## src/rtl/button_debouncer_pkg.sv

```systemverilog
// Shared types and helpers for the push-button debouncer: FSM state encoding,
// counter width helper and default timing constants for a 50 MHz clock.
package button_debouncer_pkg;

    typedef enum logic [1:0] {
        IDLE         = 2'd0,
        PRESS_WAIT   = 2'd1,
        HELD         = 2'd2,
        RELEASE_WAIT = 2'd3
    } deb_state_t;

    localparam int unsigned DEF_DEBOUNCE_CYCLES = 500_000;     // 10 ms
    localparam int unsigned DEF_REPEAT_DELAY    = 25_000_000;  // 500 ms
    localparam int unsigned DEF_REPEAT_PERIOD   = 5_000_000;   // 100 ms

    // Bits needed to hold the values 0..max_count inclusive.
    function automatic int cnt_width(input int unsigned max_count);
        if (max_count < 1) begin
            return 1;
        end
        return $clog2(max_count + 1);
    endfunction

endpackage

```

## src/rtl/button_debouncer_sync_2ff.sv

```systemverilog
// Generic two-flop synchroniser for asynchronous single-bit inputs; RESET_VALUE
// sets the idle level both flops hold while reset is asserted.
module sync_2ff #(
    parameter logic RESET_VALUE = 1'b0
) (
    input  logic clk,
    input  logic reset,
    input  logic d,
    output logic q
);

    logic meta;

    always_ff @(posedge clk or negedge reset) begin
        if (!reset) begin
            meta <= RESET_VALUE;
            q    <= RESET_VALUE;
        end else begin
            meta <= d;
            q    <= meta;
        end
    end

endmodule

```

## src/rtl/button_debouncer.sv

```systemverilog
// Push-button conditioner: synchroniser, counter-based debounce FSM, registered
// level and press/release strobes. Define BUTTON_DEBOUNCER_AUTO_REPEAT_EN for auto-repeat.
module button_debouncer
    import button_debouncer_pkg::*;
#(
    parameter int unsigned DEBOUNCE_CYCLES = DEF_DEBOUNCE_CYCLES,
    parameter bit          ACTIVE_LOW      = 1'b1,
    parameter int unsigned REPEAT_DELAY    = DEF_REPEAT_DELAY,
    parameter int unsigned REPEAT_PERIOD   = DEF_REPEAT_PERIOD
) (
    input  logic clk,
    input  logic reset,
    input  logic btn_in,
    output logic btn_level,
    output logic press_pulse,
    output logic release_pulse
);

    if (DEBOUNCE_CYCLES < 1 || DEBOUNCE_CYCLES > 2**24) begin : g_bad_debounce
        $error("button_debouncer: DEBOUNCE_CYCLES out of range");
    end
    if (REPEAT_DELAY < 1 || REPEAT_PERIOD < 1) begin : g_bad_repeat
        $error("button_debouncer: repeat timing must be at least 1");
    end

    localparam int             CW     = cnt_width(DEBOUNCE_CYCLES);
    localparam logic [CW-1:0]  THRESH = CW'(DEBOUNCE_CYCLES);

    deb_state_t    state, state_d;
    logic [CW-1:0] count, count_d;
    logic          btn_raw_sync;
    logic          btn_sync;
    logic          accept_press, accept_release, repeat_fire;
    logic          level_d, press_d, release_d;

    // Flops idle at the released pin level so leaving reset never looks like a press.
    sync_2ff #(
        .RESET_VALUE (ACTIVE_LOW)
    ) u_sync (
        .clk   (clk),
        .reset (reset),
        .d     (btn_in),
        .q     (btn_raw_sync)
    );

    assign btn_sync = btn_raw_sync ^ ACTIVE_LOW;

    // NOTE: sequential state uses non-blocking assignments so every flop samples pre-edge values.
    always_ff @(posedge clk or negedge reset) begin
        if (!reset) begin
            state         <= IDLE;
            count         <= '0;
            btn_level     <= 1'b0;
            press_pulse   <= 1'b0;
            release_pulse <= 1'b0;
        end else begin
            state         <= state_d;
            count         <= count_d;
            btn_level     <= level_d;
            press_pulse   <= press_d;
            release_pulse <= release_d;
        end
    end

    // NOTE: defaults first in every combinational block so no path infers a latch.
    always_comb begin
        state_d = state;
        count_d = count;
        case (state)
            IDLE: begin
                if (btn_sync) begin
                    state_d = PRESS_WAIT;
                    count_d = CW'(1);
                end
            end
            PRESS_WAIT: begin
                if (!btn_sync) begin
                    state_d = IDLE;
                    count_d = '0;
                end else if (count >= THRESH) begin
                    state_d = HELD;
                    count_d = '0;
                end else begin
                    count_d = count + 1'b1;
                end
            end
            HELD: begin
                if (!btn_sync) begin
                    state_d = RELEASE_WAIT;
                    count_d = CW'(1);
                end
            end
            RELEASE_WAIT: begin
                if (btn_sync) begin
                    state_d = HELD;
                    count_d = '0;
                end else if (count >= THRESH) begin
                    state_d = IDLE;
                    count_d = '0;
                end else begin
                    count_d = count + 1'b1;
                end
            end
            default: begin
                state_d = IDLE;
                count_d = '0;
            end
        endcase
    end

    assign accept_press   = (state == PRESS_WAIT)   &&  btn_sync && (count >= THRESH);
    assign accept_release = (state == RELEASE_WAIT) && !btn_sync && (count >= THRESH);

    always_comb begin
        level_d   = btn_level;
        press_d   = accept_press | repeat_fire;
        release_d = accept_release;
        if (accept_press) begin
            level_d = 1'b1;
        end else if (accept_release) begin
            level_d = 1'b0;
        end
    end

`ifdef BUTTON_DEBOUNCER_AUTO_REPEAT_EN
    localparam int unsigned    RMAX  = (REPEAT_DELAY > REPEAT_PERIOD) ? REPEAT_DELAY : REPEAT_PERIOD;
    localparam int             RW    = cnt_width(RMAX);
    localparam logic [RW-1:0]  DELAY = RW'(REPEAT_DELAY);
    localparam logic [RW-1:0]  PER   = RW'(REPEAT_PERIOD);

    logic [RW-1:0] rpt_cnt, rpt_cnt_d, rpt_cnt_inc;
    logic          rpt_first, rpt_first_d;

    always_ff @(posedge clk or negedge reset) begin
        if (!reset) begin
            rpt_cnt   <= '0;
            rpt_first <= 1'b1;
        end else begin
            rpt_cnt   <= rpt_cnt_d;
            rpt_first <= rpt_first_d;
        end
    end

    assign rpt_cnt_inc = rpt_cnt + 1'b1;

    // Held in PRESS_WAIT so HELD is always entered with a fresh phase; frozen in RELEASE_WAIT.
    always_comb begin
        rpt_cnt_d   = rpt_cnt;
        rpt_first_d = rpt_first;
        repeat_fire = 1'b0;
        if (state_d == IDLE || state == PRESS_WAIT) begin
            rpt_cnt_d   = '0;
            rpt_first_d = 1'b1;
        end else if (state == HELD && btn_sync) begin
            if (rpt_cnt_inc == (rpt_first ? DELAY : PER)) begin
                repeat_fire = 1'b1;
                rpt_cnt_d   = '0;
                rpt_first_d = 1'b0;
            end else begin
                rpt_cnt_d = rpt_cnt_inc;
            end
        end
    end
`else
    assign repeat_fire = 1'b0;
`endif

endmodule

```

## config.mk

```make
export PLATFORM = sky130hd
export DESIGN_NAME = button_debouncer
export DESIGN_NICKNAME = d
export VERILOG_FILES = /design/src/rtl/button_debouncer_pkg.sv /design/src/rtl/button_debouncer_sync_2ff.sv /design/src/rtl/button_debouncer.sv
export SDC_FILE = /design/constraint.sdc
export NUM_CORES = 1
export LEC_CHECK = 0
export BUFFER_PORTS_ARGS = -buffer_cell sky130_fd_sc_hd__buf_2
export CORE_MARGIN = 10
export CORE_UTILIZATION = 50
export DETAILED_ROUTE_END_ITERATION = 8
export GPL_TIMING_DRIVEN = 1
export PLACE_DENSITY = 0.64
export SKIP_CTS_REPAIR_TIMING = 1
export SLEW_MARGIN = 10
export SYNTH_ARGS = -nofsm -noshare
export SYNTH_HDL_FRONTEND = slang
export SYNTH_SLANG_ARGS = --single-unit
```

## constraint.sdc

```tcl
create_clock -name clk -period 3.8 [get_ports clk]
set_clock_uncertainty 0.1 [all_clocks]
set_input_delay 0.38 -clock clk [delete_from_list [all_inputs] [get_ports clk]]
set_output_delay 0.38 -clock clk [all_outputs]
set_load 0.05 [all_outputs]
```

==> run_results.csv <==
group,metric,value,unit
final_layout,fin_nets,154,
timing,period_minus_slack,2.673,ns
place,gp_congestion,0.7917,
timing,finalSetupViolCount,0,
outcome,outcome,"complete, no violations",
drt,antenna_left,0,
timing,grt_setup_unrepaired,"no",
place,preCtsSetupSlack,1.173,ns
timing,hold_violations,0,
worst_setup_path,reg2regPathDepth,6,
timing,max_freq,0.3741,GHz
synthesis,synth_cell_types,40,
worst_setup_path,r2r_end,"count[5]",
clock_network,h-tree-depth,1,
floorplanning,coreArea,0.002545,mm2
worst_hold_path,min_path_cells,1,
synthesis,synth_fp_nets,147,
worst_setup_path,arrival,2.83,ns
floorplanning,die_y,72.35,um
clock_network,cts_inserted_buffers,3,
drt,initialDrtViolationCount,80,
worst_hold_path,hp-class,"in2reg",
drt,first_pass_iters,4,
global_route,grt.total_usage,9.980,%
drt,vias,1090,
clock_network,root_buffer,"clkbuf_4",
final_layout,drive_above_1_share,10.81,%
final_layout,multiInputGateArea,665.6,um2
clock_network,clk_transition_reported_paths,0.14,ns
timing,timing.final.crit_share,70.35,%
floorplanning,rows,18,
synthesis,synthArstFlopShare,100.0,%
drt,via_per_inst,6.124,
global_route,antenna_found_initial,0,
synthesis,syn_area_per_cell,9.648,um2
clock_network,clock-sinks,26,
job,cap_viol_max_count,0,
worst_setup_path,cp-end-kind,"flop",
final_layout,diodes,0,
clock_network,clockBufferDepth,2,
floorplanning,boundaryPins,6,
floorplanning,die-area,0.005234,mm2
worst_setup_path,critPathMaxFanout,18,
global_route,grt_max_degree,27,
synthesis,synth_enable_flop_cells,0,
pwr,leakagePower,0.0006635,uW
synthesis,ys_warn_count,0,
timing,slew_headroom,22.69,%
final_layout,register_area,653.1,um2
synthesis,synth_seq_cells,26,
global_route,grt_pass1_wl,4.422,mm
final_layout,final_cell_area,0.001470,mm2
worst_setup_path,crit_path_start_kind,"flop",
synthesis,ys_seq_area_share,47.67,%
worst_setup_path,cp.required,3.96,ns
global_route,grt_pass1_vias,996,
final_layout,flow.area_growth_from_synthesis,7.306,%
worst_setup_path,critPathKind,"reg2reg",
place,place_area,0.001408,mm2
timing,finalSetupTns,0,ns
place,hpwl,1.808,mm
worst_setup_path,worst-r2r-setup-slack,1.13,ns
drt,drt_wl_total,2.578,mm
timing,tightest_slew,1.149,ns
synthesis,synthesis.area,0.001370,mm2
synthesis,postSynthCellCount,142,
floorplanning,die_x,72.35,um
final_layout,layout_commonest_cell,"dfrtp_1",
floorplanning,start_util,53.83,%
pwr,power.density,517.4,mW/mm2
clock_network,clkLatencyLatePin,0.32,ns
pwr,ir_drop,0.3119,mV
synthesis,synth_flop_cell,"dfrtp_1",
drt,wl_per_cell,14.48,um
timing,slew_viol_final,0,
place,portBuffers,5,
worst_hold_path,hold_path_end,"u_sync.meta",
global_route,grt-ovfl-total,0,
drt,drc,0,
worst_setup_path,r2r-start,"count[5]",
timing,setup_slack,1.127,ns
final_layout,layout_common_cells,"24 x dfrtp_1, 18 x nand2_1, 11 x a31oi_1",
clock_network,tritoncts,"yes",
worst_hold_path,worstHoldStart,"btn_in",
final_layout,nFillCells,239,
==> cells in the mapped netlist, types with 3 or more instances <==
master,count,area (um2)
nor3_1,3,15.01
nand2_1,18,67.56
nand2b_1,3,18.77
a22o_1,4,35.03
mux2i_1,4,40.04
a31oi_1,11,68.82
and3_1,3,18.77
inv_1,5,18.77
a21oi_1,7,35.03
nor2_1,9,33.78
nand4_1,4,25.02
a21o_1,3,22.52
nand3_1,10,50.05
dfrtp_1,24,600.6
o21ai_0,4,20.02
==> worst max-delay path by stage <==
stage	start	end	slack (ns)
finish	count[5]	count[5]	1.13
global route	count[5]	count[5]	0.84
CTS	count[5]	count[5]	1.12
detailed placement	count[7]	count[5]	1.17
global placement	count[7]	count[5]	1.26
floorplan	count[14]	count[17]	1.69
==> critical path, cell delays in order, from the launching register on <==
cell and delay (ns):
dfrtp_1 0.46, o31ai_1 0.50, a2111oi_4 0.15, nor3_2 0.78
buf_4 0.35, o21ai_0 0.11, a31oi_1 0.16
==> metrics by stage <==
step	hold slack, ns	cells	util, %	power (uW)
final	0.03245	178	57.77	760.6
after CTS	-0.06145	177	57.37	766.5
after floorplan	-0.01559	142	-	533.2
after global routing	0.01362	178	57.77	814.3
after global placement	0.2486	173	55.31	570.4
after detailed placement	0.2504	173	55.31	576.7
==> cells by family after synthesis <==
kind of cell,count (synthesis),share of synthesized area [%]
AOI/OAI and AO/OA,41,21.74
xor gates and xnor gates,2,1.279
adders and majority gates,2,1.826
buffers and inverters,10,3.744
DFF,26,47.67
muxes,4,2.922
and+or+nand+nor,57,20.82
==> layout make-up <==
class / instances / share of cell area (%)
Multi-Input combinational cell: 106 / 45.28
Tap cell: 30 / 2.553
Timing Repair Buffer: 7 / 2.894
Clock inverter: 1 / 2.043
Inverter: 5 / 1.277
Sequential cell: 26 / 44.43
Clock buffer: 3 / 1.532
==> flip-flops by register name (all words and copies together) (netlist names), named ones only <==
signal / count
press_pulse: 1
u_sync.q: 1
release_pulse: 1
u_sync.meta: 1
count: 19
state: 1
btn_level: 1
==> where the power goes <==
group | internal (uW) | switching (uW)
Clock | 107 | 81.8
Combinational | 86.0 | 157
Sequential | 301 | 28.0
==> metal layers <==
| metal | share of wire [%] | global-route usage, % | vias to the layer above |
|---|---|---|---|
| met1 | 48 | 13.37 | 529 |
| li1 | - | - | 535 |
| met2 | 46 | 15.65 | 21 |
| met4 | 0.89 | 2.796 | 0 |
| met5 | 0 | 0 | - |
| met3 | 4.7 | 2.177 | 5 |
No activity file was read; power rests on OpenSTA's default activity.
